$ cat src/rtl/coin_pkg.sv
// Shared types and default constants for the coin collector.
// Holds the scan FSM encoding and default hitbox geometry.
package coin_pkg;

  typedef enum logic [2:0] {
    S_IDLE  = 3'd0,
    S_READ  = 3'd1,
    S_CHECK = 3'd2,
    S_ERASE = 3'd3,
    S_DONE  = 3'd4
  } state_e;

  localparam int DEF_N_COINS = 10;
  localparam int DEF_XW      = 8;
  localparam int DEF_YW      = 7;
  localparam int DEF_PW      = 4;
  localparam int DEF_PH      = 4;
  localparam int DEF_SCORE_W = 8;

endpackage

$ cat src/rtl/coin_table.sv
// Coin slot table: one write port, one registered read port,
// and a per-entry valid clear.
module coin_table #(
  parameter int N  = 10,
  parameter int XW = 8,
  parameter int YW = 7,
  parameter int IW = $clog2(N)
) (
  input  logic          clk,
  input  logic          resetn,
  input  logic          wr_en_i,
  input  logic [IW-1:0] wr_idx_i,
  input  logic [XW-1:0] wr_x_i,
  input  logic [YW-1:0] wr_y_i,
  input  logic          clr_en_i,
  input  logic [IW-1:0] clr_idx_i,
  input  logic          rd_en_i,
  input  logic [IW-1:0] rd_idx_i,
  output logic          rd_valid_o,
  output logic [XW-1:0] rd_x_o,
  output logic [YW-1:0] rd_y_o,
  output logic [N-1:0]  valid_o
);

  logic [N-1:0]  valid_q;
  logic [XW-1:0] x_q [N];
  logic [YW-1:0] y_q [N];
  logic          rd_valid_q;
  logic [XW-1:0] rd_x_q;
  logic [YW-1:0] rd_y_q;

  always_ff @(posedge clk) begin
    if (!resetn) begin
      valid_q <= '0;
    end else begin
      if (wr_en_i)  valid_q[wr_idx_i]  <= 1'b1;
      if (clr_en_i) valid_q[clr_idx_i] <= 1'b0;
    end
  end

  // Coordinates need no reset: valid gates their use.
  always_ff @(posedge clk) begin
    if (wr_en_i) begin
      x_q[wr_idx_i] <= wr_x_i;
      y_q[wr_idx_i] <= wr_y_i;
    end
  end

  always_ff @(posedge clk) begin
    if (!resetn) begin
      rd_valid_q <= 1'b0;
      rd_x_q     <= '0;
      rd_y_q     <= '0;
    end else if (rd_en_i) begin
      rd_valid_q <= valid_q[rd_idx_i];
      rd_x_q     <= x_q[rd_idx_i];
      rd_y_q     <= y_q[rd_idx_i];
    end
  end

  assign rd_valid_o = rd_valid_q;
  assign rd_x_o     = rd_x_q;
  assign rd_y_o     = rd_y_q;
  assign valid_o    = valid_q;

endmodule

$ cat src/rtl/coin_collector.sv
// Coin collector: scans every slot against the latched player
// hitbox, erasing and scoring each coin it touches.
module coin_collector
  import coin_pkg::*;
#(
  parameter int N_COINS = DEF_N_COINS,
  parameter int XW      = DEF_XW,
  parameter int YW      = DEF_YW,
  parameter int PW      = DEF_PW,
  parameter int PH      = DEF_PH,
  parameter int SCORE_W = DEF_SCORE_W,
  localparam int IW     = $clog2(N_COINS)
) (
  input  logic               clk,
  input  logic               resetn,
  input  logic               start,
  input  logic [XW-1:0]      player_x,
  input  logic [YW-1:0]      player_y,
  input  logic               load_en,
  input  logic [IW-1:0]      load_idx,
  input  logic [XW-1:0]      load_x,
  input  logic [YW-1:0]      load_y,
  output logic               busy,
  output logic               done,
  output logic               hit,
  output logic [IW-1:0]      hit_idx,
  output logic [SCORE_W-1:0] score,
  output logic               all_collected
);

  state_e state_q, state_d;
  logic [IW-1:0]      idx_q, idx_d;
  logic [XW-1:0]      px_q, px_d;
  logic [YW-1:0]      py_q, py_d;
  logic [SCORE_W-1:0] score_q, score_d;

  logic          wr_en, rd_en, clr_en;
  logic          t_valid;
  logic [XW-1:0] t_x;
  logic [YW-1:0] t_y;
  logic [N_COINS-1:0] valid;
  logic          last, in_box;
  logic [XW:0]   px_end;
  logic [YW:0]   py_end;

  assign last = (idx_q == IW'(N_COINS - 1));
  assign wr_en = load_en && (state_q == S_IDLE) &&
                 ({1'b0, load_idx} < (IW + 1)'(N_COINS));

  // One extra bit keeps the far hitbox edge from wrapping.
  assign px_end = {1'b0, px_q} + (XW + 1)'(PW);
  assign py_end = {1'b0, py_q} + (YW + 1)'(PH);
  assign in_box = t_valid &&
                  (t_x >= px_q) && ({1'b0, t_x} <= px_end) &&
                  (t_y >= py_q) && ({1'b0, t_y} <= py_end);

  coin_table #(
    .N  (N_COINS),
    .XW (XW),
    .YW (YW),
    .IW (IW)
  ) u_table (
    .clk        (clk),
    .resetn     (resetn),
    .wr_en_i    (wr_en),
    .wr_idx_i   (load_idx),
    .wr_x_i     (load_x),
    .wr_y_i     (load_y),
    .clr_en_i   (clr_en),
    .clr_idx_i  (idx_q),
    .rd_en_i    (rd_en),
    .rd_idx_i   (idx_q),
    .rd_valid_o (t_valid),
    .rd_x_o     (t_x),
    .rd_y_o     (t_y),
    .valid_o    (valid)
  );

  always_ff @(posedge clk) begin
    if (!resetn) begin
      state_q <= S_IDLE;
      idx_q   <= '0;
      px_q    <= '0;
      py_q    <= '0;
      score_q <= '0;
    end else begin
      state_q <= state_d;
      idx_q   <= idx_d;
      px_q    <= px_d;
      py_q    <= py_d;
      score_q <= score_d;
    end
  end

  always_comb begin
    state_d = state_q;
    unique case (state_q)
      S_IDLE:  if (start) state_d = S_READ;
      S_READ:  state_d = S_CHECK;
      S_CHECK: begin
        if (in_box)    state_d = S_ERASE;
        else if (last) state_d = S_DONE;
        else           state_d = S_READ;
      end
      S_ERASE: state_d = last ? S_DONE : S_READ;
      S_DONE:  state_d = S_IDLE;
      default: state_d = S_IDLE;
    endcase
  end

  always_comb begin
    idx_d   = idx_q;
    px_d    = px_q;
    py_d    = py_q;
    score_d = score_q;
    unique case (state_q)
      S_IDLE: begin
        if (start) begin
          idx_d = '0;
          px_d  = player_x;
          py_d  = player_y;
        end
      end
      S_CHECK: if (!in_box && !last) idx_d = idx_q + 1'b1;
      S_ERASE: begin
        if (!last) idx_d = idx_q + 1'b1;
        if (score_q != '1) score_d = score_q + 1'b1;
      end
      default: ;
    endcase
  end

  always_comb begin
    busy   = (state_q != S_IDLE);
    done   = (state_q == S_DONE);
    hit    = (state_q == S_ERASE);
    rd_en  = (state_q == S_READ);
    clr_en = (state_q == S_ERASE);
  end

  assign hit_idx       = hit ? idx_q : '0;
  assign score         = score_q;
  assign all_collected = ~|valid;

endmodule

$ cat config.mk
export PLATFORM = sky130hd
export DESIGN_NAME = coin_collector
export DESIGN_NICKNAME = d
export VERILOG_FILES = /design/src/rtl/coin_pkg.sv /design/src/rtl/coin_table.sv /design/src/rtl/coin_collector.sv
export SDC_FILE = /design/constraint.sdc
export NUM_CORES = 1
export LEC_CHECK = 0
export ABC_CLOCK_PERIOD_IN_PS = 4400
export BUFFER_PORTS_ARGS = -buffer_cell sky130_fd_sc_hd__buf_2
export CORE_ASPECT_RATIO = 2
export CORE_MARGIN = 2
export CORE_UTILIZATION = 65
export CTS_CLUSTER_DIAMETER = 100
export CTS_CLUSTER_SIZE = 40
export DETAILED_ROUTE_END_ITERATION = 12
export PLACE_DENSITY = 0.84
export SYNTH_ARGS = -nofsm -noshare
export SYNTH_HDL_FRONTEND = slang
export SYNTH_SLANG_ARGS = --single-unit
$ cat constraint.sdc
create_clock -name clk -period 4.4 [get_ports clk]
set_input_delay 0.22 -clock clk [delete_from_list [all_inputs] [get_ports clk]]
set_output_delay 0.22 -clock clk [all_outputs]
set_load 0.05 [all_outputs]
Word level (Yosys, flattened, before mapping)
Memory sizes are Yosys's and may differ from the RTL's. A register that Yosys moved wholly into a read port is not among the register bits.
Index checks and enable logic that the tools add are counted.
Storage, ports and cells
  register bits: 41
  RAM bits: 150
  output and inout port bits: 16
  memories: 2
  bits of input ports: 38
  ROM bits: 0
  logic and storage cells: 75
  bits in latches: 0
Memory list
  u_table.x_q: words 10, width 8, rd ports 1, clocked after memory_dff 1, write ports 1, line coin_table.sv:26  | logic [XW-1:0] x_q [N];
  u_table.y_q: words 10, width 7, rd ports 1, clocked after memory_dff 1, write ports 1, line coin_table.sv:27  | logic [YW-1:0] y_q [N];
Operators by class
  $add $sub $neg: 4
  bitwise gates (word level): 3
  equal/unequal tests: 9
  shifts and indexed selects: 0
  $lt $le $gt $ge: 9
  muxes and demuxes: 20
  multipliers: 0
  divide/modulo/power cells: 0
  reduce and logical (&&, ||, !) cells: 21
Operators with widths (count)
  $mux W10: 3
  $mux W4: 4
  $pmux W3 S4: 1
  $pmux W4 S3: 1
  $and A10 B10 Y10: 1
  $lt A4 B5 Y1 const B: 2
  $not A10 Y10: 1
  $or A10 B10 Y10: 1
  $reduce_or A10 Y1: 1
  $add A8 B3 Y9 const B: 1
  $le A8 B9 Y1: 1
  $logic_and A1 B1 Y1: 9
  $mux W3: 3
  $add A7 B3 Y8 const B: 1
  $add A8 B1 Y8 const B: 1
  $demux W1 S4: 2
  $ge A4 B1 Y1 const B: 2
  $ge A8 B8 Y1: 1
  $le A7 B8 Y1: 1
  $ne A8 B8 Y1 const B: 1
  $ge A7 B7 Y1: 1
  $eq A3 B2 Y1 const B: 2
  $ne A2 B2 Y1 const B: 3
  $reduce_bool A3 Y1: 2
  11 further kinds: 20

Longest topological paths before layout
Gate-level depths: netlist of the first run.
  depth after elaboration: 9
  depth in mapped cells: 11
  depth with buffers taken out: 11

Hierarchy
A second synthesis of the first run with hierarchy kept.
Unflattened totals
  cell total of the unflattened synthesis: 640
  area total of the unflattened synthesis: 9061.2 um2
By module, submodules not included
  coin_table: area each 6931.6 um2, sequential area each 5024.8 um2, times used 1, cells each 380
  coin_collector: area each 2129.5 um2, sequential area each 600.6 um2, times used 1, cells each 260

Worst setup path before layout of the first run
OpenSTA, ideal clock, no wires.
  kind: register to register
  from: register state_q[2]
  to: memory u_table.x_q[5][0] (enable)
  period minus slack after synthesis: 2982 ps
  data required time: 3988 ps
  path slack: 1418 ps
  data arrival time: 2570 ps
  setup time: 412 ps
  buffers on the path: 0
  stages on the path, launching flop included: 6
  path through: dfxtp_1 -> nor3_1 -> inv_1 -> nor2_1 -> nand3_1 -> nor3b_1
On the way
  word-level cells in the longest chain between the ends: 5
Ends and longest elaborated chain
  from (decl): line coin_collector.sv:31  | state_e state_q, state_d;
  from (signal assigned): line coin_collector.sv:87  | state_q <= state_d;
  $logic_not A3 Y1: line coin_collector.sv:47  | assign wr_en = load_en && (state_q == S_IDLE) &&
  $logic_and A1 B1 Y1 (2 in series): line coin_collector.sv:47
  $mux W1: line coin_table.sv:43  | if (wr_en_i) begin
  $mux W1 (not written as such): line coin_table.sv:44  | x_q[wr_idx_i] <= wr_x_i;
  to (decl): line coin_table.sv:26
Every way passes these cells.

Worst setup path in the final report of the first run
  from: register px_q[2]
  to: register idx_q[0]
On the way
  word-level cells in the longest chain between the ends: 9
  elaborated cells on any way between the ends: 11
  classes of those cells: add/sub: 1; order compare: 2; eq/ne: 1; reduce/logical: 7
Ends and longest elaborated chain
  from (decl): line coin_collector.sv:33  | logic [XW-1:0] px_q, px_d;
  from (signal assigned): line coin_collector.sv:89  | px_q <= px_d;
  $add A8 B3 Y9 / $ge A8 B8 Y1 (equally long branches): line coin_collector.sv:51, coin_collector.sv:54
  $le A8 B9 Y1 / $logic_and A1 B1 Y1 (equally long branches): line coin_collector.sv:54, coin_collector.sv:53
  $logic_and A1 B1 Y1 (*) (2 in series): line coin_collector.sv:54  | (t_x >= px_q) && ({1'b0, t_x} <= px_end) &&
  $logic_and A1 B1 Y1 (*): line coin_collector.sv:55  | (t_y >= py_q) && ({1'b0, t_y} <= py_end);
  $logic_not A1 Y1 (*): line coin_collector.sv:124  | S_CHECK: if (!in_box && !last) idx_d = idx_q + 1'b1;
  $logic_and A1 B1 Y1 (*): line coin_collector.sv:124
  $ne A2 B2 Y1 (no source line) (*)
  $reduce_and A4 Y1 (no source line) (*)
  to (signal assigned): line coin_collector.sv:88  | idx_q <= idx_d;
  to (decl): line coin_collector.sv:32  | logic [IW-1:0] idx_q, idx_d;
Mark *: on every way between the ends. The rest lies on a longest branch, timed or not.
A chain may end at the register's enable or synchronous reset.

==> results of run 1 <==
-- worst register-to-register path, stage by stage, from the launching register on --
cell and delay (ps):
dfxtp_1 450, ha_1 240, nand3_1 110, xnor2_1 140
ha_1 280, a21o_1 190, a21oi_2 150, or4b_1 460
a22oi_2 190, nand3b_2 150, nor4b_4 190, a311o_1 360
-- what timing repair did --
item,in CTS,in global routing
hold buffers,15,0
resized for setup,0,0
hold endpoints to repair,15,0
-- worst max path at each step --
stage | startpoint | to | slack (ps) | cells past startpoint
after floorplan | state_q[2] | u_table.x_q[5][0] | 1420 | 5
after global placement | px_q[2] | idx_q[0] | 1510 | 11
after detailed placement | px_q[2] | idx_q[0] | 1410 | 11
after CTS | px_q[2] | idx_q[0] | 1390 | 11
after global routing | px_q[2] | idx_q[0] | 1210 | 11
final | px_q[2] | idx_q[0] | 1390 | 11
-- cell families (layout without fill, tap and decap cells) --
logic type                 Yosys count  in the layout
AOI/OAI and AO/OA                  105            105
adders and majority gates           33             33
DFF                                206            206
buffers and inverters               58            125
and+or+nand+nor                    174            174
xor gates and xnor gates            12             12
muxes                               52             52
-- layer usage --
metal  vias to the layer above  wire, um  share of wire [%]  GRT usage, %
li1                       2539         -                  -             -
met1                      2733      6910                 38          30.0
met2                       158     10000                 55          47.1
met3                        38       666                3.7          2.38
met4                         0       557                3.1          9.92
met5                         -         0                  0             0
-- final cells by class --
| type | count | area [um2] |
|---|---|---|
| sequential | 206 | 5630 |
| fill | 859 | 3660 |
| multi-input combinational | 376 | 3050 |
| timing repair buffer | 84 | 536 |
| clock buffer | 12 | 236 |
| tap | 155 | 194 |
| inverter | 28 | 105 |
| clock inverter | 1 | 30.0 |
-- synth_stat cells, types with 6 or more instances --
cell type,instances
xnor2_1,11
edfxtp_1,150
nand2b_1,6
mux4_2,32
and3_1,6
nor2b_1,18
ha_1,33
dfxtp_1,56
nor3_1,6
mux2i_1,20
nand2_1,42
inv_1,27
a21oi_1,39
nor2_1,47
nand3_1,15
clkbuf_1,21
a211oi_1,42
o21ai_0,6
-- power breakdown --
part / switching (uW) / internal [uW] / total, uW
sequential: 37.0 / 2110 / 2150
clock: 566 / 397 / 963
combinational: 168 / 126 / 293
-- registers in the layout, summed over array words and instances (netlist names) --
register	count
state_q	3
px_q	8
py_q	7
u_table.x_q	80
u_table.rd_x_o	8
score	8
idx_q	4
u_table.valid_o	10
u_table.rd_valid_o	1
u_table.y_q	70
u_table.rd_y_o	7
-- metrics by stage --
stage	total power [uW]	instances	util (%)	instance area (um2)
4_1_cts	3430	862	72.8	9780
3_5_place_dp	2470	834	69.7	9360
5_1_grt	3520	862	72.8	9780
3_3_place_gp	2460	834	69.7	9360
6_report	3410	862	72.8	9780
2_1_floorplan	2380	640	-	8900
==> flow_metrics.env, run 1 <==
export IMPL_synth_top_family_by_area="multiplexers"
export IMPL_dpl_hpwl_um=11900
export IMPL_drv_cap=0
export IMPL_worst_path_max_delay_cell="or4b_1"
export IMPL_grt_pass1_vias=5683
export IMPL_numCtsBuffers=9
export IMPL_period_needed_ps=3010
export IMPL_final_cell_mix="150 x edfxtp_1, 55 x dfxtp_1, 53 x buf_2, 47 x nor2_1"
export IMPL_synth_cells=640
export IMPL_max_slew_worst_pin_slew_ps=993
export IMPL_cts_setup_buffers=0
export IMPL_dieArea_um2=14700
export IMPL_worstHoldStart="load_x[7]"
export IMPL_synth_xor_area_share_pct=1.18
export IMPL_synth_top_area_cell="edfxtp_1"
export IMPL_synthTopCellsByArea="edfxtp_1 51%, dfxtp_1 13%, mux4_2 8.1%"
export IMPL_grt_usage_pct=25.5
export IMPL_antenna_found_initial=0
export IMPL_fp_dieW_um=86.7
export IMPL_fmax_ghz=0.332
export IMPL_vias_per_cell=6.34
export IMPL_outcome="completed"
export IMPL_cpPeakStageDelay_ps=460
export IMPL_crit_top_cell="ha_1"
export IMPL_yosysTopAreaCellShare_pct=50.6
export IMPL_r2r_slack_ps=1390
export IMPL_cp_buffers_inverters=0
export IMPL_synth_cell_types=55
export IMPL_first_pass_iters=5
export IMPL_critPathMaxFanout=6
export IMPL_io_pins=54
export IMPL_cts_sinks=206
export IMPL_p_per_area_nw_per_um2=348
export IMPL_final_common_cell="edfxtp_1"
export IMPL_hold_viol_final=0
export IMPL_cts_tree="done"
export IMPL_peakVddDrop_mv=0.403
export IMPL_clkTransAtPathRegs_ps=140
export IMPL_timing_reg2reg_worst_path_depth=11
export IMPL_whs_endpoint="u_table.x_q[2][7]"
export IMPL_portBuffers=53
export IMPL_start_util_pct=66.2
export IMPL_worstSetupStartpointType="flop"
export IMPL_worstHoldPathType="input port to flop"
export IMPL_drive_above_1_share_pct=17.8
export IMPL_required_ps=4780
export IMPL_drt_total_wl_um=18100
export IMPL_synth_fa_ha_area_share_pct=4.64
export IMPL_slew_viol_final=0
export IMPL_nets=776
export IMPL_grt_start_max_net_pins=51
export IMPL_synthesis_nets=711
export IMPL_arrival_ps=3390
export IMPL_holdWs_ps=32.9
export IMPL_setup_ws_ps=1390
export IMPL_ys_warn_count=0
export IMPL_coreArea_um2=13400
export IMPL_seq_area_frac_synth_pct=63.2
export IMPL_synth_seq_cells=206
export IMPL_critPathTopFamily="simple AND/OR/NAND/NOR gates"
export IMPL_synth_area_um2=8900
export IMPL_gp_congestion=0.845
export IMPL_worstSetupPathType="flop to flop"
export IMPL_synth_compound_area_share_pct=7.80
export IMPL_placement_rows=60
export IMPL_finalSetupViolCount=0
export IMPL_grt_pass1_wl_um=28600
export IMPL_end_kind="flop"
export IMPL_drcViolationCount=0
export IMPL_synth_edf_count=150
export IMPL_cellLeakagePower_uw=0.00339
export IMPL_num_antenna_cells=0
export IMPL_whs_path_depth=1
export IMPL_die_y_um=169
export IMPL_grt_ovfl_total=0
export IMPL_area_growth_pct=9.90
export IMPL_critical_path_reg2reg_endpoint="idx_q[0]"
export IMPL_synthSimpleGateAreaFrac_pct=9.96
export IMPL_clockBufferDepth=3
export IMPL_synthMuxAreaShare_pct=10.4
export IMPL_clkLatencyLatePin_ps=480
export IMPL_async_reset_ff_share_pct=0
export IMPL_first_iter_violations=345
export IMPL_path_cells="ha_1 > nand3_1 > xnor2_1 > ha_1 > a21o_1 > a21oi_2 > or4b_1 > a22oi_2 > nand3b_2 > nor4b_4 > a311o_1"
export IMPL_vias=5468
export IMPL_fin_tns_setup_ps=0
export IMPL_antenna_left=0
export IMPL_clockRootBuffer="clkbuf_16"
export IMPL_preCtsSetupSlack_ps=1410
export IMPL_rsz0062_at_grt="no"
export IMPL_min_period_over_period_pct=68.5
export IMPL_synth_ff_type="edfxtp_1"
export IMPL_syn_area_per_cell_um2=13.9
export IMPL_post_drt_wl_per_cell_um=21.0
export IMPL_htreeDepth=1
export IMPL_clock_skew_final_ps=53.8
export IMPL_r2r_start="px_q[2]"
export IMPL_relSlewSlack_pct=33.6
No activity file was read; power rests on OpenSTA's default activity.
==> inputs of run 2 (changes only) <==
- ABC_CLOCK_PERIOD_IN_PS: 4400 -> 2750
- CORE_UTILIZATION: 65 -> 55
- PLACE_DENSITY: 0.84 -> 0.76
- clock period: 4.4 -> 2.75 ns (I/O delays scaled with it)
==> run 2 against run 1 <==
The flow now finishes with violations (setup timing). Highest routed layer unchanged. Critical endpoint unchanged. Sequential share of layout area shrank 2.2 points. Total power grew 62%. First-iteration DRC count shrank 32%. Clock skew grew 1.7 ps. Cell count grew 8.5%. Sequential power grew 60%. Critical path depth is the same.
==> flow_metrics.env, run 2 (same netlist as run 1, synthesis figures left out) <==
export IMPL_drt_total_wl_um=19100
export IMPL_coreArea_um2=15800
export IMPL_final_common_cell="edfxtp_1"
export IMPL_outcome="finished with violations"
export IMPL_post_drt_wl_per_cell_um=20.4
export IMPL_cp_buffers_inverters=0
export IMPL_violations="setup timing"
export IMPL_clockRootBuffer="clkbuf_16"
export IMPL_worstSetupPathType="flop to flop"
export IMPL_cts_sinks=206
export IMPL_max_slew_worst_pin_slew_ps=776
export IMPL_cpPeakStageDelay_ps=470
export IMPL_grt_ovfl_total=0
export IMPL_htreeDepth=1
export IMPL_drcViolationCount=0
export IMPL_cellLeakagePower_uw=0.00356
export IMPL_end_kind="flop"
export IMPL_arrival_ps=3140
export IMPL_power_frac_seq_pct=62.1
export IMPL_numCtsBuffers=9
export IMPL_hold_viol_final=0
export IMPL_fp_dieW_um=93.9
export IMPL_clkLatencyLatePin_ps=480
export IMPL_combPwrFrac_pct=9.6
export IMPL_die_y_um=184
export IMPL_final_cell_mix="150 x edfxtp_1, 53 x buf_2, 51 x dfxtp_1, 47 x nor2_1"
export IMPL_power_switching_uw=1270
export IMPL_vias=5566
export IMPL_worstHoldPathType="input port to flop"
export IMPL_min_period_over_period_pct=100
export IMPL_regMostFlops="u_table.x_q"
export IMPL_antenna_left=0
export IMPL_path_cells="ha_4 > nand3_4 > xnor2_2 > ha_1 > a21o_1 > a21oi_2 > or4b_4 > a22oi_2 > nand3b_4 > nor4b_4 > a311o_1"
export IMPL_io_pins=54
export IMPL_relSlewSlack_pct=48.2
export IMPL_slew_viol_final=0
export IMPL_period_needed_ps=2760
export IMPL_critPathMaxFanout=3
export IMPL_num_antenna_cells=0
export IMPL_internal_power_uw=4250
export IMPL_area_growth_pct=14.4
export IMPL_clkPwrFrac_pct=28.3
export IMPL_grt_usage_pct=22.4
export IMPL_start_util_pct=56.4
export IMPL_vias_per_cell=5.95
export IMPL_placement_rows=65
export IMPL_antenna_found_initial=0
export IMPL_fmax_ghz=0.363
export IMPL_nets=803
export IMPL_cts_tree="done"
export IMPL_first_iter_violations=236
export IMPL_required_ps=3140
export IMPL_first_pass_iters=5
export IMPL_peakVddDrop_mv=0.624
export IMPL_p_per_area_nw_per_um2=543
export IMPL_dieArea_um2=17300
export IMPL_portBuffers=53
export IMPL_grt_pass1_vias=5803
export IMPL_setup_ws_ps=-7.13
export IMPL_dpl_hpwl_um=12600
export IMPL_rsz0062_at_grt="yes"
export IMPL_drv_cap=0
export IMPL_largest_reg_flops=80
export IMPL_grt_pass1_wl_um=29700
export IMPL_worst_path_max_delay_cell="or4b_4"
export IMPL_p_sw_share_pct=23.0
export IMPL_grt_start_max_net_pins=42
export IMPL_clock_skew_final_ps=55.5
export IMPL_preCtsSetupSlack_ps=-106
export IMPL_clkTransAtPathRegs_ps=140
export IMPL_clockBufferDepth=3
export IMPL_total_power_uw=5520
export IMPL_drive_above_1_share_pct=20.2
export IMPL_finalSetupViolCount=2
export IMPL_gp_congestion=0.910
export IMPL_worstSetupStartpointType="flop"
export IMPL_holdWs_ps=25.8
export IMPL_critPathTopFamily="compound AO/OA/AOI/OAI gates"
==> run 2: metal layers <==
metal | global-route usage (%) | up-vias | share of wire, %
met5 | 0 | - | 0
met4 | 8.17 | 0 | 2.3
met3 | 1.76 | 31 | 3.1
met2 | 43.8 | 123 | 58
met1 | 24.5 | 2822 | 37
li1 | - | 2590 | -
==> run 2: metrics by stage <==
step	TNS, ps	util, %	cells	area, um2
finish	-13.3	64.5	935	10200
global route	-392	64.5	935	10200
CTS	0	64.3	935	10100
detailed placement	-220	60.5	891	9540
global placement	-47.6	60.5	891	9540
floorplan	0	-	640	8920
==> run 2: worst register-to-register path, cell delays in order, from the launching register on <==
cell	delay (ps)
dfxtp_2	380
ha_4	150
nand3_4	90
xnor2_2	140
ha_1	310
a21o_1	170
a21oi_2	140
or4b_4	480
a22oi_2	280
nand3b_4	120
nor4b_4	150
a311o_1	270
==> run 2: area by class of cell <==
cell class	count	area, um2
Fill cell	1153	5600
Clock buffer	12	236
Clock inverter	1	30.0
Tap cell	201	251
Multi-Input combinational cell	376	3120
Inverter	28	105
Sequential cell	206	5630
Timing Repair Buffer	111	805
==> run 2: path summary, 6_finish.rpt <==
kind | from | to | cells after the start | slack [ps]
worst max register to register | px_q[3] | idx_q[0] | 11 | -7
worst min-delay path | resetn | u_table.valid_o[9] | 2 | 30
worst min register to register | px_q[1] | px_q[1] | 2 | 470
worst max-delay path | px_q[3] | idx_q[0] | 11 | -7
==> run 2: what timing repair did <==
item,in CTS,in global routing
endpoints found under the setup margin,4,7
pin swaps,7,0
hold buffers,30,0
gates cloned,0,0
hold endpoints to repair,159,0
resized for setup,7,8
setup buffers,1,0
==> run 2: power groups by stage <==
stage	Clock (uW)	Sequential (uW)	Combinational [uW]
5_1_grt	1680	3440	584
3_5_place_dp	0	3500	482
2_1_floorplan	0	3480	327
6_report	1560	3430	531
3_3_place_gp	0	3490	458
4_1_cts	1590	3430	526
==> inputs of run 3 (changes only) <==
--- a/config.mk
+++ b/config.mk
@@ -15,4 +15,5 @@
 export DETAILED_ROUTE_END_ITERATION = 12
 export PLACE_DENSITY = 0.76
+export RECOVER_POWER = 50
 export SYNTH_ARGS = -nofsm -noshare
 export SYNTH_HDL_FRONTEND = slang
==> constraint.sdc (replaced) <==
create_clock -name clk -period 2.75 [get_ports clk]
set_input_delay 0.55 -clock clk [delete_from_list [all_inputs] [get_ports clk]]
set_output_delay 0.55 -clock clk [all_outputs]
set_load 0.05 [all_outputs]
==> run 3 against run 2 <==
The run still ends with setup timing left. Total power hardly changed. Sequential power is essentially flat. Via count decreased by 2.6%. Count of clock-buffer cells in the layout down 1. Worst setup slack got worse by 28 ps. Fmax decreased by 1.0%. Core utilization fell by 1.8 points. Clock skew decreased by 17 ps. Critical path depth rose by 2. Register-to-register slack got worse by 30 ps. Largest power group unchanged. Highest routed layer unchanged.
==> flow_metrics.env, run 3 (same netlist as run 1, synthesis figures left out) <==
export IMPL_clkTransAtPathRegs_ps=150
export IMPL_clockRootBuffer="clkbuf_16"
export IMPL_drv_cap=0
export IMPL_nets=777
export IMPL_post_route_util_pct=62.8
export IMPL_min_period_over_period_pct=101
export IMPL_holdWs_ps=283
export IMPL_numCtsBuffers=9
export IMPL_drcViolationCount=0
export IMPL_final_cell_mix="150 x edfxtp_1, 52 x dfxtp_1, 48 x nor2_1, 42 x nand2_1, 42 x a211oi_1"
export IMPL_end_kind="flop"
export IMPL_fin_area_um2=9900
export IMPL_grt_ovfl_total=0
export IMPL_rsz0062_at_grt="yes"
export IMPL_violations="setup timing"
export IMPL_drive_above_1_share_pct=18.2
export IMPL_vias=5421
export IMPL_preCtsSetupSlack_ps=-129
export IMPL_placed_area_um2=9550
export IMPL_clock_skew_final_ps=38.7
export IMPL_total_power_uw=5530
export IMPL_hold_viol_final=0
export IMPL_antenna_left=0
export IMPL_grt_pass1_vias=5737
export IMPL_timing_reg2reg_worst_path_depth=13
export IMPL_required_ps=3130
export IMPL_first_pass_iters=5
export IMPL_gp_congestion=0.883
export IMPL_grt_usage_pct=22.4
export IMPL_cellLeakagePower_uw=0.00337
export IMPL_io_pins=54
export IMPL_setup_ws_ps=-35.2
export IMPL_vias_per_cell=5.96
export IMPL_grt_pass1_wl_um=29700
export IMPL_period_needed_ps=2790
export IMPL_htreeDepth=1
export IMPL_worstHoldPathType="input port to flop"
export IMPL_fp_dieW_um=93.9
export IMPL_finalSetupViolCount=2
export IMPL_relSlewSlack_pct=27.2
export IMPL_final_common_cell="edfxtp_1"
export IMPL_regMostFlops="u_table.x_q"
export IMPL_post_drt_wl_per_cell_um=20.6
export IMPL_outcome="finished with violations"
export IMPL_grt_start_max_net_pins=42
export IMPL_arrival_ps=3170
export IMPL_portBuffers=53
export IMPL_antenna_found_initial=1
export IMPL_critPathMaxFanout=4
export IMPL_coreArea_um2=15800
export IMPL_cts_sinks=206
export IMPL_clockBufferDepth=3
export IMPL_cts_tree="done"
export IMPL_first_iter_violations=274
export IMPL_slew_viol_final=0
export IMPL_largest_reg_flops=80
export IMPL_dpl_hpwl_um=12400
export IMPL_clkLatencyLatePin_ps=480
export IMPL_drt_total_wl_um=18700
export IMPL_max_slew_worst_pin_slew_ps=1090
export IMPL_start_util_pct=56.4
export IMPL_dieArea_um2=17300
export IMPL_die_y_um=184
export IMPL_placement_rows=65
export IMPL_peakVddDrop_mv=0.734
export IMPL_p_per_area_nw_per_um2=558
export IMPL_area_growth_pct=11.3
export IMPL_worstSetupStartpointType="flop"
export IMPL_worstSetupPathType="flop to flop"
export IMPL_whs_path_depth=3
export IMPL_fmax_ghz=0.359
==> run 3: repair_timing <==
action,CTS,global route
gates resized for setup,10,7
setup buffers,3,1
hold buffers,0,0
endpoints found under the setup margin,4,5
pin swaps,6,2
==> run 3: final timing paths <==
path                            endpoint   startpoint  slack [ps]
worst max-delay path            idx_q[1]      px_q[3]         -40
worst min-delay path             px_q[3]  player_x[3]         280
worst max register to register  idx_q[1]      px_q[3]         -40
worst min register to register   px_q[1]      px_q[1]         480
==> run 3: layout make-up <==
class | count | area [um2]
inverters | 28 | 105
flip-flops and latches | 206 | 5630
diodes | 1 | 2.50
clock buffers | 11 | 233
multi-input cells | 376 | 3140
repair buffers | 85 | 499
clock inverters | 2 | 41.3
fillers | 1254 | 5880
well taps | 201 | 251
==> run 3: report_power, final <==
part           internal, uW  switching [uW]
combinational           216             298
clock                   641             940
sequential             3380            46.7
==> run 3: critical path, stage by stage, from the launching register on <==
cell,delay [ps]
dfxtp_2,380
buf_4,100
buf_4,130
nand3_4,80
xnor2_2,140
ha_1,190
a21o_1,180
a21oi_2,130
or4b_4,470
a22oi_2,190
buf_6,150
nand3b_4,90
nor3b_4,170
a311o_1,270
==> run 3: stage by stage <==
stage	instances	TNS [ps]
final	910	-55.3
after global placement	892	-138
after floorplan	640	0
after detailed placement	892	-331
after global routing	910	-417
after CTS	908	0
==> run 3: layer usage <==
metal,routed length (um),vias to the layer above,part of all wire [%],GRT usage [%]
met5,0,-,0,0
met4,527,0,2.8,8.64
met3,602,33,3.2,2.09
met2,10700,104,57,43.2
met1,6890,2744,37,24.5
li1,-,2540,-,-
